**src/rtl/bram_tree_pkg.sv**
```systemverilog
// Shared types for the bram_tree access arbiter: tree operation codes,
// arbiter FSM states and the default post-strobe idle gap.
package bram_tree_pkg;

  typedef enum logic [1:0] {
    OP_ENQ  = 2'd0,
    OP_DEQ  = 2'd1,
    OP_REPL = 2'd2,
    OP_RSVD = 2'd3
  } op_t;

  typedef enum logic [1:0] {
    ST_IDLE  = 2'd0,
    ST_ISSUE = 2'd1,
    ST_WAIT  = 2'd2,
    ST_RESP  = 2'd3
  } state_t;

  localparam int OP_GAP_DEFAULT = 24;

  // An op may only reach the tree if the tree can honour it right now.
  function automatic logic op_legal(op_t op, logic full, logic empty);
    logic ok;
    case (op)
      OP_ENQ:  ok = !full;
      OP_DEQ:  ok = !empty;
      OP_REPL: ok = !empty;
      default: ok = 1'b0;
    endcase
    return ok;
  endfunction

endpackage

```
**src/rtl/rr_arbiter.sv**
```systemverilog
// Round-robin selector: searches upward from the requester after last,
// wrapping, and returns a one-hot grant (all zero when nobody requests).
module rr_arbiter #(
  parameter int N  = 4,
  parameter int LW = (N > 1) ? $clog2(N) : 1
) (
  input  logic [N-1:0]  req,
  input  logic [LW-1:0] last,
  output logic [N-1:0]  grant
);

  logic [LW-1:0] idx;
  logic          found;

  always_comb begin
    grant = '0;
    found = 1'b0;
    idx   = '0;
    for (int k = 1; k <= N; k++) begin
      idx = LW'((int'(last) + k) % N);
      if (!found && req[idx]) begin
        grant[idx] = 1'b1;
        found      = 1'b1;
      end
    end
  end

endmodule

```
**src/rtl/bram_tree_arbiter.sv**
```systemverilog
// Shares one bram_tree among NUM_REQ requesters: accept one request, issue a
// single tree strobe, hold off OP_GAP cycles, then return a one-cycle response.
// Handshake: o_req_ready[g] is a one-cycle accept strobe raised only in IDLE;
// a requester keeps i_req_valid and its op/data stable until it sees it.
// o_rsp_valid is a one-cycle strobe with no backpressure.
module bram_tree_arbiter
  import bram_tree_pkg::*;
#(
  parameter int NUM_REQ    = 4,
  parameter int DATA_WIDTH = 16,
  parameter int OP_GAP     = OP_GAP_DEFAULT
) (
  input  logic                          CLK,
  input  logic                          RSTn,
  input  logic [NUM_REQ-1:0]            i_req_valid,
  input  logic [2*NUM_REQ-1:0]          i_req_op,
  input  logic [NUM_REQ*DATA_WIDTH-1:0] i_req_data,
  output logic [NUM_REQ-1:0]            o_req_ready,
  output logic [NUM_REQ-1:0]            o_rsp_valid,
  output logic                          o_rsp_ok,
  output logic [DATA_WIDTH-1:0]         o_rsp_data,
  output logic                          o_q_wrt,
  output logic                          o_q_read,
  output logic [DATA_WIDTH-1:0]         o_q_data,
  input  logic                          i_q_full,
  input  logic                          i_q_empty,
  input  logic [DATA_WIDTH-1:0]         i_q_data,
  output logic                          o_busy,
  output logic [1:0]                    o_dbg_state
);

  localparam int LW = (NUM_REQ > 1) ? $clog2(NUM_REQ) : 1;
  localparam int CW = $clog2(OP_GAP + 1);
  localparam logic [CW-1:0] CNT_LAST = CW'(OP_GAP - 1);

  state_t                 state_q, state_d;
  logic [CW-1:0]          cnt_q, cnt_d;
  logic [LW-1:0]          last_q, last_d;
  logic [NUM_REQ-1:0]     grant_q, grant_d;
  op_t                    op_q, op_d;
  logic [DATA_WIDTH-1:0]  data_q, data_d;
  logic                   ok_q, ok_d;
  logic [DATA_WIDTH-1:0]  rsp_data_q, rsp_data_d;

  logic [NUM_REQ-1:0]     grant;
  logic [LW-1:0]          grant_idx;
  op_t                    sel_op;
  logic [DATA_WIDTH-1:0]  sel_data;
  logic                   legal;
  logic                   issue_go;

  rr_arbiter #(.N(NUM_REQ), .LW(LW)) u_rr (
    .req   (i_req_valid),
    .last  (last_q),
    .grant (grant)
  );

  always_comb begin
    grant_idx = '0;
    sel_op    = OP_ENQ;
    sel_data  = '0;
    for (int i = 0; i < NUM_REQ; i++) begin
      if (grant[i]) begin
        grant_idx = LW'(i);
        sel_op    = op_t'(i_req_op[2*i +: 2]);
        sel_data  = i_req_data[i*DATA_WIDTH +: DATA_WIDTH];
      end
    end
  end

  assign legal    = op_legal(op_q, i_q_full, i_q_empty);
  assign issue_go = (state_q == ST_ISSUE) && legal;

  always_comb begin
    state_d    = state_q;
    cnt_d      = cnt_q;
    last_d     = last_q;
    grant_d    = grant_q;
    op_d       = op_q;
    data_d     = data_q;
    ok_d       = ok_q;
    rsp_data_d = rsp_data_q;
    case (state_q)
      ST_IDLE: begin
        if (|i_req_valid) begin
          grant_d = grant;
          last_d  = grant_idx;
          op_d    = sel_op;
          data_d  = sel_data;
          state_d = ST_ISSUE;
        end
      end
      ST_ISSUE: begin
        ok_d       = legal;
        rsp_data_d = (legal && op_q != OP_ENQ) ? i_q_data : '0;
        cnt_d      = '0;
        state_d    = legal ? ST_WAIT : ST_RESP;
      end
      ST_WAIT: begin
        // Saturate rather than wrap; exit after exactly OP_GAP cycles here.
        if (cnt_q >= CNT_LAST) begin
          state_d = ST_RESP;
        end else begin
          cnt_d = cnt_q + 1'b1;
        end
      end
      default: begin
        state_d = ST_IDLE;
      end
    endcase
  end

  always_ff @(posedge CLK) begin
    if (!RSTn) begin
      state_q    <= ST_IDLE;
      cnt_q      <= '0;
      last_q     <= LW'(NUM_REQ - 1);
      grant_q    <= '0;
      op_q       <= OP_ENQ;
      data_q     <= '0;
      ok_q       <= 1'b0;
      rsp_data_q <= '0;
    end else begin
      state_q    <= state_d;
      cnt_q      <= cnt_d;
      last_q     <= last_d;
      grant_q    <= grant_d;
      op_q       <= op_d;
      data_q     <= data_d;
      ok_q       <= ok_d;
      rsp_data_q <= rsp_data_d;
    end
  end

  assign o_req_ready = (RSTn && state_q == ST_IDLE) ? grant : '0;
  assign o_q_wrt     = issue_go && (op_q == OP_ENQ || op_q == OP_REPL);
  assign o_q_read    = issue_go && (op_q == OP_DEQ || op_q == OP_REPL);
  assign o_q_data    = (state_q == ST_ISSUE) ? data_q : '0;
  assign o_rsp_valid = (state_q == ST_RESP) ? grant_q : '0;
  assign o_rsp_ok    = (state_q == ST_RESP) && ok_q;
  assign o_rsp_data  = (state_q == ST_RESP) ? rsp_data_q : '0;
  assign o_busy      = (state_q != ST_IDLE);
  assign o_dbg_state = state_q;

endmodule

```
**config.mk**
```make
export PLATFORM = sky130hd
export DESIGN_NAME = bram_tree_arbiter
export DESIGN_NICKNAME = d
export VERILOG_FILES = /design/src/rtl/bram_tree_pkg.sv /design/src/rtl/rr_arbiter.sv /design/src/rtl/bram_tree_arbiter.sv
export SDC_FILE = /design/constraint.sdc
export NUM_CORES = 1
export LEC_CHECK = 0
export ABC_AREA = 1
export ABC_CLOCK_PERIOD_IN_PS = 2400
export CELL_PAD_IN_SITES_DETAIL_PLACEMENT = 0
export CELL_PAD_IN_SITES_GLOBAL_PLACEMENT = 1
export CORE_UTILIZATION = 27
export CTS_CLUSTER_DIAMETER = 60
export CTS_CLUSTER_SIZE = 25
export DETAILED_ROUTE_END_ITERATION = 8
export GPL_ROUTABILITY_DRIVEN = 0
export MAX_ROUTING_LAYER = met4
export PLACE_DENSITY = 0.8
export SETUP_SLACK_MARGIN = 0.2
export SYNTH_ARGS = -nofsm -noshare
export SYNTH_HDL_FRONTEND = slang
export SYNTH_SLANG_ARGS = --single-unit
```
**constraint.sdc**
```tcl
create_clock -name CLK -period 2.4 [get_ports CLK]
set_clock_uncertainty 0.15 [all_clocks]
set_input_delay 0.48 -clock CLK [delete_from_list [all_inputs] [get_ports CLK]]
set_output_delay 0.48 -clock CLK [all_outputs]
set_load 0.01 [all_outputs]
```
Word-level counts from Yosys, hierarchy flattened

Index checks and enable logic that the tools add are counted.

Bits of input ports: 96
Word-level logic and storage cells: 109
Output and inout port bits: 46
Flip-flop bits (word level): 48

Reductions and logical operators: 30
Eq/ne operators: 8
Add/subtract/negate cells: 5
Multiplexer cells: 46
Order comparisons: 9
Bitwise operators: 3

Operators with widths:

| kind                                                                  | number |
|---|---|
| 16-bit 2-to-1 mux                                                     | 7 |
| 4-bit 2-to-1 mux                                                      | 6 |
| 2-bit 2-to-1 mux                                                      | 8 |
| 1-bit logical AND                                                     | 13 |
| 1-bit 2-to-1 mux                                                      | 13 |
| 2-bit by 3-bit < comparator with 1-bit output, second input constant  | 4 |
| 4-bit bitwise OR                                                      | 3 |
| 5-bit case mux with 2 select lines                                    | 1 |
| 1-bit binary-select mux with 2-bit select                             | 4 |
| 1-bit demux with 2-bit select                                         | 4 |
| 2-bit by 1-bit >= comparator with 1-bit output, second input constant | 4 |
| 2-bit equality test, second input constant                            | 3 |
| 2-bit != test, second input constant                                  | 3 |
| 2-bit case mux with 3 select lines                                    | 1 |
| 2-bit AND reduction                                                   | 3 |
| 2-bit nonzero test                                                    | 3 |
| 5-bit by 1-bit adder with 5-bit output, second input constant         | 1 |
| 5-bit >= comparator, second input constant                            | 1 |
| 1-bit logical NOT                                                     | 5 |
| 5-bit 2-to-1 mux                                                      | 1 |
| 2-bit by 1-bit adder with 2-bit output, second input constant         | 2 |
| 2-bit adder, second input constant                                    | 2 |
| 2-bit by 1-bit equality test with 1-bit output, second input constant | 2 |
| 2-bit logical NOT                                                     | 2 |
| 4 further kinds                                                       | 5 |

Longest topological paths before layout

Depth in word-level cells: 17
Gate-level depth with buffers: 15
Mapped depth without buffers: 14

By module

From an unflattened synthesis, not the netlist that was laid out.

Cells, all modules: 559
Area total of the unflattened synthesis: 3357.0 sq um

By module, submodules not included:

| module            | cells each | area each (sq um) | times used |
|---|---|---|---|
| bram_tree_arbiter | 484        | 2935.3            | 1 |
| rr_arbiter        | 75         | 421.7             | 1 |

Worst setup path before layout

Ideal clock, no wire load.

Path kind: reg-to-output
Start point: register last_q[0]
End point: output o_req_ready[2]
Stages on the path, launching flop included: 12
Data arrival time: 2.127 ns
Buffers on the path: 2
Setup slack: -0.357 ns
Cells stage by stage: dfxtp_1 > inv_2 > ha_1 > inv_1 > nand3_2 > nand2_4 > nand2_4 > nor2_4 > nand2_1 > buf_4 > buf_6 > a21oi_1

Cells in the longest elaborated chain, start to end: 14

Ends and longest elaborated chain:

| element                                                                                                | line                     | source |
|---|---|---|
| start, declared                                                                                        | bram_tree_arbiter.sv:38  | `logic [LW-1:0] last_q, last_d;` |
| start signal, assigned                                                                                 | bram_tree_arbiter.sv:117 | `last_q <= LW'(NUM_REQ - 1);` |
| start signal, assigned                                                                                 | bram_tree_arbiter.sv:126 | `last_q <= last_d;` |
| parallel branches: the longest is 12 deep, another holds 2-bit by 3-bit < comparator with 1-bit output | -                        |  |
| 4-bit 2-to-1 mux *                                                                                     | rr_arbiter.sv:21         | `if (!found && req[idx]) begin` |
| 4-bit 2-to-1 mux *                                                                                     | bram_tree_arbiter.sv:135 | `assign o_req_ready = (RSTn && state_q == ST_IDLE) ? grant : '0;` |
| end, declared                                                                                          | bram_tree_arbiter.sv:18  | `output logic [NUM_REQ-1:0] o_req_ready,` |

Mark *: on every way between the ends. The select of a mux whose other input is x is not followed.

Worst setup path after layout

Start point: register last_q[1]
End point: output o_req_ready[3]

Same word-level chain as after synthesis.

==> out/qor.csv <==
stage,metric,value,unit
status,status,"finished, violations left",
status,violated checks,negative setup slack,
yosys,Syn Nets,652,
yosys,Yosys cell types,32,
sta,crit path time final,2.54,ns
sta,RSZ-0062 raised after global routing,true,
worst_setup_path,Critical Path AT,1.91,ns
power,switching share of power,0.463,
cts,quantity of hold-fixing buffers added after cts,0,
placement,PortBufs,141,
yosys,Ys Warns,0,
layout,share of layout cells above drive strength 1,0.269,
global_routing,vias in the first global route,3930,
worst_setup_path,CP Capture Type,output pin,
sta,final worst-path setup slack,-0.135,ns
yosys,"Seq/Total Area, Yosys",0.274,
die,Initial Util,0.277,
worst_setup_path,CP startpoint kind,flip-flop,
worst_setup_path,CP max FO,4,
cts,Root Buffer,clkbuf_16,
drt,Post-Route WL,13000,um
yosys,Synth Instances,540,
power,PD cells,1360,nW/um2
power,Comb power frac,0.768,
power,Clock power frac,0.103,
sta,period utilisation layout,1.06,
cts,H-tree depth,2,
drt,Vias,4091,
layout,number of fill cells,1251,
die,Ports,142,
die,die extent in x,116,um
cts,Max Root-Sink Buffers,2,
power,Lkg Pwr,0.00307,uW
layout,"commonest non-fill, non-tap cell in the layout",nand2_1,
yosys,Mapped Area,3510,um2
die,# rows,41,
global_routing,GRT Residual Overflow,0,
cts,TritonCTS clock tree,built,
sta,final setup vio count,21,
global_routing,Total GRT Usage,0.181,
sta,Fin. Hold Viols,0,
drt,# DRC,0,
layout,antenna fix cells,0,
layout,area grow syn2layout,76.7,%
cts,CTS buffer count,5,
placement,DP HPWL,8580,um
global_routing,initial antenna violation count,0,
layout,fin util,0.489,
yosys,Mean Syn Cell Area,6.50,um2
drt,routed wire length per instance,14.3,um
layout,final layout net count,842,
cts,clock slew seen by the registers of the worst setup and hold paths,0.07,ns
drt,TritonRoute pass-1 iters,4,
power,Max IR drop VDD,722,uV
power,Internal,4530,uW
run,MaxCap Viol Count,0,
sta,maximum clock rate,394,MHz
die,Die H,116,um
power,NetSw,3910,uW
worst_setup_path,WS Path Type,reg2out,
sta,Rel. slew slack,0.686,
drt,drt via density,4.53,
global_routing,largest net degree at the start of global routing,20,
cts,worst-skew pair later-pin latency,0.28,ns
drt,Initial DRC Count,255,
worst_setup_path,CP required,1.77,ns
sta,Max Slew Vio Count,0,
global_routing,first-pass GRT wire length,18400,um
drt,Routed Antenna Nets,0,
sta,Least-Margin Pin Slew,0.467,ns
yosys,Synth Register Bits,48,
worst_hold_path,Hold Crit Class,reg2reg,
sta,final hold slack,0.332,ns
cts,Num Clock Sinks,48,
layout,"commonest cells after routing, fill and taps aside","130 x nand2_1, 93 x clkdlybuf4s50_1, 71 x inv_1, 43 x buf_4",
die,Core ar.,12700,um2
power,Reg power frac,0.130,
die,Die ar.,13500,um2
per-layer routing:
layer	share of wire	global-route usage
met1	0.43	0.212
met2	0.50	0.330
met3	0.054	0.0241
met4	0.015	0.0359
met5	0	-
cell families after synthesis:
family | Yosys count | synth area share
and+or+nand+nor | 269 | 0.344
buffers and inverters | 109 | 0.135
AOI/OAI and AO/OA | 97 | 0.188
DFF | 48 | 0.274
adders and majority gates | 16 | 0.0570
xor gates and xnor gates | 1 | 0.00250
worst max-delay path, stage by stage, from the launching register on:
cell	delay, ns
dfxtp_4	0.36
inv_4	0.04
ha_4	0.26
inv_4	0.08
nand3_4	0.08
nand2_4	0.10
nand2_4	0.08
nor2_8	0.09
buf_6	0.13
a21oi_4	0.07
a21oi_2	0.18
buf_2	0.16
flip-flops by register name, summed over array words and instances (netlist names):
signal       cells
rsp_data_q      16
last_q           2
o_dbg_state      2
op_q             2
data_q          16
grant_q          4
ok_q             1
cnt_q            5
final timing paths:
kind,start,to,slack [ns],depth (start not counted)
setup / recovery,last_q[1]$_SDFFE_PN1P_,o_req_ready[3],-0.14,11
hold / removal,cnt_q[1]$_SDFFE_PN0P_,cnt_q[1]$_SDFFE_PN0P_,0.33,2
setup reg to reg,last_q[0]$_SDFFE_PN1P_,data_q[2]$_SDFFE_PN0P_,-0.06,17
hold reg to reg,cnt_q[1]$_SDFFE_PN0P_,cnt_q[1]$_SDFFE_PN0P_,0.33,2
power groups by stage:
stage | clock network (uW) | registers [uW] | logic (uW)
after floorplan | 0 | 1100 | 3250
after global placement | 0 | 1080 | 4520
after detailed placement | 0 | 1090 | 4590
after CTS | 891 | 1090 | 5340
after global routing | 925 | 1110 | 6960
final | 865 | 1090 | 6480
synth_stat cells:
library cell  number  share of area
a21oi_4            2         0.0093
nor2_1            44          0.047
nand3_2            3         0.0086
a21oi_1           43          0.061
nor4_1             1         0.0018
xor2_1             1         0.0025
ha_1              16          0.057
o21ai_0            5         0.0071
nand3b_1           2         0.0043
o22ai_1            1         0.0018
clkbuf_1          15          0.016
nand3_1           56          0.080
nand2_2           13          0.023
dfxtp_1           48           0.27
buf_4              4         0.0086
clkinv_1           1         0.0011
inv_2              2         0.0021
a22oi_1           16          0.034
nor2_4             1         0.0032
nand3_4            1         0.0050
buf_6              4          0.013
nor2_2             1         0.0018
buf_12             1         0.0057
inv_1             79          0.084
nand2_4            3         0.0096
nand2_1          141           0.15
a21oi_2           27          0.067
nor3_1             2         0.0029
nor2_8             1         0.0057
o221ai_1           1         0.0025
buf_2              3         0.0043
o211ai_1           2         0.0043
stage by stage:
| stage | area (um2) | setup slack, ns | setup TNS (ns) | power, uW | cells |
|---|---|---|---|---|---|
| after floorplan | 3620 | 0.142 | 0 | 4340 | 540 |
| after global placement | 5380 | -0.653 | -10.87 | 5600 | 864 |
| after detailed placement | 5380 | -0.679 | -12.28 | 5680 | 864 |
| after CTS | 5850 | -0.122 | -1.31 | 7320 | 893 |
| after global routing | 6200 | -0.192 | -3.17 | 9000 | 903 |
| final | 6200 | -0.135 | -1.12 | 8440 | 903 |
repair_timing:
| action | CTS | global route |
|---|---|---|
| resized for setup | 105 | 52 |
| pin swaps | 13 | 26 |
| cloned | 3 | 4 |
| hold endpoints to repair | 0 | 0 |
| endpoints found under the setup margin | 67 | 31 |
| buffers inserted | 18 | 6 |
final cells by class:
class / instances / area (um2) / share of cell area
multi-input cells: 383 / 2380 / 0.384
repair buffers: 210 / 2120 / 0.341
flip-flops and latches: 48 / 976 / 0.157
inverters: 82 / 323 / 0.0520
well taps: 172 / 215 / 0.0347
clock buffers: 6 / 150 / 0.0242
clock inverters: 2 / 38.8 / 0.00625
Note: power is estimated with default switching activity, not from simulation.
